### src/rtl/mem_port_arbiter_if.sv
`default_nettype none
// ============================================================================
// mem_port_arbiter_if: requester (IF/LS) and memory-engine signal bundle
// Rev 1.0
// ============================================================================
interface mem_port_arbiter_if #(
    parameter int XLEN = 64
);
    logic            if_req;
    logic [XLEN-1:0] if_addr;
    logic            if_ack;
    logic [31:0]     if_data;

    logic            ls_req;
    logic            ls_we;
    logic [1:0]      ls_size;
    logic            ls_unsigned;
    logic [XLEN-1:0] ls_addr;
    logic [XLEN-1:0] ls_wdata;
    logic            ls_ack;
    logic [XLEN-1:0] ls_rdata;

    logic            mm_start;
    logic            mm_op;
    logic [1:0]      mm_size;
    logic [XLEN-1:0] mm_addr;
    logic [XLEN-1:0] mm_wdata;
    logic            mm_done;
    logic [XLEN-1:0] mm_rdata;

    modport slave (
        input  if_req, if_addr,
        input  ls_req, ls_we, ls_size, ls_unsigned, ls_addr, ls_wdata,
        input  mm_done, mm_rdata,
        output if_ack, if_data, ls_ack, ls_rdata,
        output mm_start, mm_op, mm_size, mm_addr, mm_wdata
    );

    modport master (
        output if_req, if_addr,
        output ls_req, ls_we, ls_size, ls_unsigned, ls_addr, ls_wdata,
        output mm_done, mm_rdata,
        input  if_ack, if_data, ls_ack, ls_rdata,
        input  mm_start, mm_op, mm_size, mm_addr, mm_wdata
    );
endinterface
`default_nettype wire

### src/rtl/mem_port_arbiter.sv
`default_nettype none
// ============================================================================
// mem_port_arbiter: shares one byte-serial memory engine between IF and LS
// Rev 1.0
// ============================================================================
module mem_port_arbiter #(
    parameter int         XLEN       = 64,
    parameter logic [1:0] FETCH_SIZE = 2'b10
) (
    input  wire logic         clk,
    input  wire logic         rst_n,
    mem_port_arbiter_if.slave bus
);
    localparam logic [1:0] IDLE  = 2'd0;
    localparam logic [1:0] ISSUE = 2'd1;
    localparam logic [1:0] WAIT  = 2'd2;
    localparam logic [1:0] RESP  = 2'd3;

    localparam logic OWN_IF = 1'b0;
    localparam logic OWN_LS = 1'b1;

    logic [1:0]      state;
    logic            last_grant;
    logic            owner;
    logic            lat_op;
    logic            lat_unsigned;
    logic [1:0]      lat_size;
    logic [XLEN-1:0] lat_addr;
    logic [XLEN-1:0] lat_wdata;
    logic [31:0]     if_data_q;
    logic [XLEN-1:0] ls_rdata_q;

    logic            grant_ls;
    logic            grant_if;
    logic [XLEN-1:0] load_ext;

    // Under contention the requester that did not win last time goes first.
    assign grant_ls = bus.ls_req && (!bus.if_req || (last_grant == OWN_IF));
    assign grant_if = bus.if_req && !grant_ls;

    always_comb begin
        load_ext = bus.mm_rdata;
        case (lat_size)
            2'b00:   load_ext = {{(XLEN-8){~lat_unsigned & bus.mm_rdata[7]}},
                                 bus.mm_rdata[7:0]};
            2'b01:   load_ext = {{(XLEN-16){~lat_unsigned & bus.mm_rdata[15]}},
                                 bus.mm_rdata[15:0]};
            2'b10:   load_ext = {{(XLEN-32){~lat_unsigned & bus.mm_rdata[31]}},
                                 bus.mm_rdata[31:0]};
            default: load_ext = bus.mm_rdata;
        endcase
    end

    always_ff @(posedge clk or negedge rst_n) begin
        if (!rst_n) begin
            state        <= IDLE;
            last_grant   <= OWN_IF;
            owner        <= OWN_IF;
            lat_op       <= 1'b0;
            lat_unsigned <= 1'b0;
            lat_size     <= 2'b00;
            lat_addr     <= '0;
            lat_wdata    <= '0;
            if_data_q    <= '0;
            ls_rdata_q   <= '0;
        end else begin
            case (state)
                IDLE: begin
                    if (grant_ls || grant_if) begin
                        owner        <= grant_ls;
                        last_grant   <= grant_ls;
                        lat_op       <= grant_ls & bus.ls_we;
                        lat_size     <= grant_ls ? bus.ls_size : FETCH_SIZE;
                        lat_addr     <= grant_ls ? bus.ls_addr : bus.if_addr;
                        lat_wdata    <= grant_ls ? bus.ls_wdata : '0;
                        lat_unsigned <= bus.ls_unsigned;
                        state        <= ISSUE;
                    end
                end
                ISSUE: state <= WAIT;
                WAIT: begin
                    if (bus.mm_done) begin
                        if (owner == OWN_LS) begin
                            ls_rdata_q <= lat_op ? '0 : load_ext;
                        end else begin
                            if_data_q <= bus.mm_rdata[31:0];
                        end
                        state <= RESP;
                    end
                end
                RESP:    state <= IDLE;
                default: state <= IDLE;
            endcase
        end
    end

    assign bus.mm_start = (state == ISSUE);
    assign bus.mm_op    = lat_op;
    assign bus.mm_size  = lat_size;
    assign bus.mm_addr  = lat_addr;
    assign bus.mm_wdata = lat_wdata;

    assign bus.if_ack   = (state == RESP) && (owner == OWN_IF);
    assign bus.ls_ack   = (state == RESP) && (owner == OWN_LS);
    assign bus.if_data  = if_data_q;
    assign bus.ls_rdata = ls_rdata_q;
endmodule
`default_nettype wire

### src/flat_wrapper.sv
// flat-port wrapper written by rule: the top's interface ports become plain ports
module mem_port_arbiter_flat 
#(
    parameter int         XLEN       = 64,
    parameter logic [1:0] FETCH_SIZE = 2'b10
)
  (clk, rst_n, bus_if_req, bus_if_addr, bus_ls_req, bus_ls_we, bus_ls_size, bus_ls_unsigned, bus_ls_addr, bus_ls_wdata, bus_mm_done, bus_mm_rdata, bus_if_ack, bus_if_data, bus_ls_ack, bus_ls_rdata, bus_mm_start, bus_mm_op, bus_mm_size, bus_mm_addr, bus_mm_wdata);
  mem_port_arbiter_if #(.XLEN(XLEN)) bus_i ();
  input  wire logic clk;
  input  wire logic rst_n;
  input wire logic [$bits(bus_i.if_req)-1:0] bus_if_req;
  input wire logic [$bits(bus_i.if_addr)-1:0] bus_if_addr;
  input wire logic [$bits(bus_i.ls_req)-1:0] bus_ls_req;
  input wire logic [$bits(bus_i.ls_we)-1:0] bus_ls_we;
  input wire logic [$bits(bus_i.ls_size)-1:0] bus_ls_size;
  input wire logic [$bits(bus_i.ls_unsigned)-1:0] bus_ls_unsigned;
  input wire logic [$bits(bus_i.ls_addr)-1:0] bus_ls_addr;
  input wire logic [$bits(bus_i.ls_wdata)-1:0] bus_ls_wdata;
  input wire logic [$bits(bus_i.mm_done)-1:0] bus_mm_done;
  input wire logic [$bits(bus_i.mm_rdata)-1:0] bus_mm_rdata;
  output wire logic [$bits(bus_i.if_ack)-1:0] bus_if_ack;
  output wire logic [$bits(bus_i.if_data)-1:0] bus_if_data;
  output wire logic [$bits(bus_i.ls_ack)-1:0] bus_ls_ack;
  output wire logic [$bits(bus_i.ls_rdata)-1:0] bus_ls_rdata;
  output wire logic [$bits(bus_i.mm_start)-1:0] bus_mm_start;
  output wire logic [$bits(bus_i.mm_op)-1:0] bus_mm_op;
  output wire logic [$bits(bus_i.mm_size)-1:0] bus_mm_size;
  output wire logic [$bits(bus_i.mm_addr)-1:0] bus_mm_addr;
  output wire logic [$bits(bus_i.mm_wdata)-1:0] bus_mm_wdata;
  assign bus_i.if_req = bus_if_req;
  assign bus_i.if_addr = bus_if_addr;
  assign bus_i.ls_req = bus_ls_req;
  assign bus_i.ls_we = bus_ls_we;
  assign bus_i.ls_size = bus_ls_size;
  assign bus_i.ls_unsigned = bus_ls_unsigned;
  assign bus_i.ls_addr = bus_ls_addr;
  assign bus_i.ls_wdata = bus_ls_wdata;
  assign bus_i.mm_done = bus_mm_done;
  assign bus_i.mm_rdata = bus_mm_rdata;
  assign bus_if_ack = bus_i.if_ack;
  assign bus_if_data = bus_i.if_data;
  assign bus_ls_ack = bus_i.ls_ack;
  assign bus_ls_rdata = bus_i.ls_rdata;
  assign bus_mm_start = bus_i.mm_start;
  assign bus_mm_op = bus_i.mm_op;
  assign bus_mm_size = bus_i.mm_size;
  assign bus_mm_addr = bus_i.mm_addr;
  assign bus_mm_wdata = bus_i.mm_wdata;
  mem_port_arbiter #(.XLEN(XLEN), .FETCH_SIZE(FETCH_SIZE)) u_core (.clk(clk), .rst_n(rst_n), .bus(bus_i));
endmodule
### config.mk
export PLATFORM = sky130hd
export DESIGN_NAME = mem_port_arbiter_flat
export DESIGN_NICKNAME = d
export VERILOG_FILES = /design/src/rtl/mem_port_arbiter_if.sv /design/src/rtl/mem_port_arbiter.sv /design/src/flat_wrapper.sv
export SDC_FILE = /design/constraint.sdc
export NUM_CORES = 1
export LEC_CHECK = 0
export ABC_AREA = 1
export BUFFER_PORTS_ARGS = -buffer_cell sky130_fd_sc_hd__buf_4
export CAP_MARGIN = 20
export CORE_AREA = 2 2 191 193
export CTS_CLUSTER_DIAMETER = 80
export DETAILED_ROUTE_END_ITERATION = 6
export DIE_AREA = 0 0 193 195
export PLACE_DENSITY_LB_ADDON = 0.2
export SKIP_LAST_GASP = 1
export SLEW_MARGIN = 20
export SYNTH_ARGS = -nofsm -noshare
export SYNTH_HDL_FRONTEND = slang
export SYNTH_SLANG_ARGS = --single-unit
### constraint.sdc
create_clock -name clk -period 2.1 [get_ports clk]
set_input_delay 0.525 -clock clk [delete_from_list [all_inputs] [get_ports clk]]
set_output_delay 0.525 -clock clk [all_outputs]
set_load 0.01 [all_outputs]
==> results by group <==
Drt
  – Routed wire per std cell: 15.9 um
  – Detailed-route vias per instance: 4.39
  – Final WL: 36,400 um
  – DR DRC count: 0
  – First-iteration detailed-routing DRC count: 354
  – Vias post-DR: 10,041
  – Detail Route Antenna Nets: 0
  – First-pass iteration count of the detailed router: 4

Timing
  – Unrepaired setup endpoints after global routing: false
  – Summed negative setup slack over all endpoints: 0 ns
  – Post-route clock skew: 0.0159 ns
  – Final Max Tran Viols: 0
  – Final count of negative-setup-slack endpoints: 0
  – Final worst-path setup slack: 0.124 ns
  – Period utilisation layout: 0.941
  – Number of hold violations in the final report: 0
  – Max Clock Freq: 0.506 GHz
  – Post-layout minimum cycle time: 1.98 ns
  – Worst-margin pin slew: 0.835 ns
  – Rel. slew slack: 0.443

Floorplanning
  – Standard cell core area: 0.0354 mm^2
  – Area enclosed by the die boundary: 0.0376 mm^2
  – Cell Rows: 69
  – Die Span Y: 195 um
  – Die outline width: 193 um
  – Number of ports placed on the die boundary: 495
  – Starting density of the core: 0.292

Worst setup path
  – Worst path slowest cell: dfrtp_1
  – Startpoint type of the worst setup path: register
  – Largest stage delay on the critical path: 0.41 ns
  – Crit Path Class: reg -> out
  – Required time worst endpoint: 1.57 ns
  – Critical path buffers and inverters: 2
  – Type of destination of the critical path: output port
  – Maximum fanout along the worst path: 4
  – Ordered list of cells on the worst path: buf_4 -> ha_1 -> buf_4
  – Arrival time reported for the critical path endpoint: 1.45 ns
  – Most used cell along the critical path: buf_4
  – CP delay by family, top: flip-flops

Synth
  – Cell types occupying the most area after synthesis: dfrtp_1 56%, nand2_1 24%, o21ai_0 4.5%, nand3_1 4.2%, inv_1 3.4%
  – Area of the mapped netlist: 0.0103 mm^2
  – Cell type contributing the most total cell area after synthesis: dfrtp_1
  – Yosys warning count: 0
  – Portion of synthesized cell area occupied by the leading cell type: 0.559
  – Flip-flop and latch count after synthesis: 231
  – Number of different library cells in the post-synthesis netlist: 20
  – Synthesized netlist net count: 1,602
  – Share of synthesized area occupied by flip-flops and latches: 0.559
  – Post-Synthesis Mean Instance Area: 7.76 um^2
  – Cell count after synthesis: 1,332
  – Count of flip-flops with a built-in enable after synthesis: 0
  – Top FF cell, synth: dfrtp_1
  – Share of flip-flops with an asynchronous set or reset after synthesis: 1.00

Clocking
  – Number of buffers on the longest clock path: 3
  – Number of CTS-inserted buffers: 27
  – Clock-pin slew reported for the worst setup and hold paths after clock tree synthesis: 0.06 ns
  – CTS tree: yes
  – Number of levels the H-tree was split into: 1
  – Master cell of the clock root buffer: clkbuf_16
  – Clk_lat worst skew: 0.54 ns
  – Total clock sinks: 231

Global routing
  – Vias in the first global route: 9,722
  – First-pass GRT wire length: 54,700 um
  – Number of antenna violations at the first check in global routing: 0
  – Maximum number of pins on one net before global-route repair: 80
  – Overall overflow remaining after global route: 0
  – GRT Util Overall: 0.184

Power and ir drop
  – Worst IR drop on VDD: 0.000710 V
  – Leakage power of the design: 9.03 nW
  – Power density cells: 1430 mW/mm^2

Finish
  – Net count, final: 2,077
  – Final core occ: 0.440
  – Non-Filler Cell Area, Final: 0.0156 mm^2
  – Ant. Diodes: 0
  – P&R area growth vs syn: 50.6%
  – Fraction of layout cells with a size suffix above 1: 0.319

Min path
  – Worst min path class: in -> reg

Place
  – Post-DP HPWL: 26,700 um
  – Port bufs: 494
  – GPL Wtd Cong: 0.800
  – Pre-CTS setup slack: 0.185 ns
  – Post-placement cell area: 0.0146 mm^2

Job
  – Max-cap violations: 0

Outcome
  – Status: completed
-- cells in the final DEF, fill, tap and decap left out, drive strengths merged --
| cell type | netlist | routed |
|---|---|---|
| ha | 5 | 5 |
| nand4 | 1 | 1 |
| a21oi | 1 | 1 |
| bufinv | 0 | 5 |
| o21ai | 98 | 98 |
| clkinv | 0 | 6 |
| buf | 53 | 524 |
| nor2 | 71 | 71 |
| clkinvlp | 0 | 1 |
| inv | 94 | 96 |
| dfrtp | 231 | 231 |
| dlygate4sd3 | 0 | 1 |
| or2 | 1 | 1 |
| nand3 | 86 | 86 |
| clkbuf | 26 | 34 |
| nand2 | 665 | 665 |
-- flip-flops by register name, indices dropped and copies added, names as in the netlist --
register,flops
u_core.bus.if_data,32
u_core.bus.mm_wdata,64
u_core.state,2
u_core.last_grant,1
u_core.lat_unsigned,1
u_core.bus.mm_addr,64
u_core.bus.mm_op,1
u_core.bus.ls_rdata,64
u_core.bus.mm_size,2
-- cell type report --
type | count | area [um^2]
Clock buffer | 34 | 752
Clock inverter | 14 | 209
Fill cell | 3589 | 19800
Inverter | 94 | 353
Multi-Input combinational cell | 928 | 3810
Sequential cell | 231 | 5780
Tap cell | 461 | 577
Timing Repair Buffer | 525 | 4080
-- logic make-up (layout without fill, tap and decap cells) --
group / Yosys count / after routing / synth area share
and+or+nand+nor: 824 / 824 / 0.313
DFF: 231 / 231 / 0.559
buffers and inverters: 173 / 667 / 0.0739
AOI/OAI and AO/OA: 99 / 99 / 0.0480
adders and majority gates: 5 / 5 / 0.00605
-- where the power goes --
group	internal [mW]	leakage [nW]	switching, mW
sequential	6.48	2.95	1.23
combinational	4.25	5.61	5.31
clock	3.14	0.475	1.91
-- stage by stage --
| stage | std cells | power [mW] | hold slack, ns |
|---|---|---|---|
| after floorplan | 1332 | 12.2 | 0.229 |
| after global placement | 2237 | 17.3 | 0.456 |
| after CTS | 2286 | 22.6 | 0.199 |
| final | 2287 | 22.3 | 0.228 |
| after global routing | 2287 | 23.9 | 0.231 |
| after detailed placement | 2237 | 17.4 | 0.461 |
-- Yosys cell counts (4+ instances only) --
master,n
ha_1,5
nand2_1,660
o21ai_0,93
nor2_1,70
nand3_1,86
buf_4,19
inv_1,93
o21ai_1,5
buf_2,28
dfrtp_1,231
nand2_2,4
buf_1,5
clkbuf_1,26
-- worst register-to-register path: cells and delay by family, from the launching register on --
kind / cells / cell delay, ns
fa+ha+maj: 1 / 0.32
buf+inv: 2 / 0.74
flops: 1 / 0.39
simple gates: 3 / 0.40
-- path summary, 6_finish.rpt --
kind	startpoint	to	slack, ns	cells after the start
hold reg to reg	u_core.bus.if_data[25]	u_core.bus.if_data[25]	0.47	2
max in group asynchronous	rst_n	u_core.bus.if_data[23]	0.91	3
min in group asynchronous	rst_n	u_core.bus.ls_rdata[0]	0.51	2
setup / recovery	u_core.state[0]	bus_mm_start	0.12	3
hold / removal	bus_mm_rdata[25]	u_core.bus.if_data[25]	0.23	3
setup reg to reg	u_core.state[0]	u_core.bus.mm_addr[18]	0.18	6
-- timing repair --
action	CTS	global route
setup endpoints to repair	1	6
pin swaps	0	0
gates resized for setup	1	3
endpoints found under the hold margin	44	0
hold buffers	1	0
buffers inserted	0	1
-- routing by layer --
metal  up-vias  track usage  share of wire  wire, um
met4         0       0.0412          0.021       761
met5         -            0              0         0
met3        38       0.0471          0.082      3000
met1      4638        0.232           0.41     15000
met2       356        0.315           0.49     17700
li1       5009            -              -         -
No activity file was read; power rests on OpenSTA's default activity.
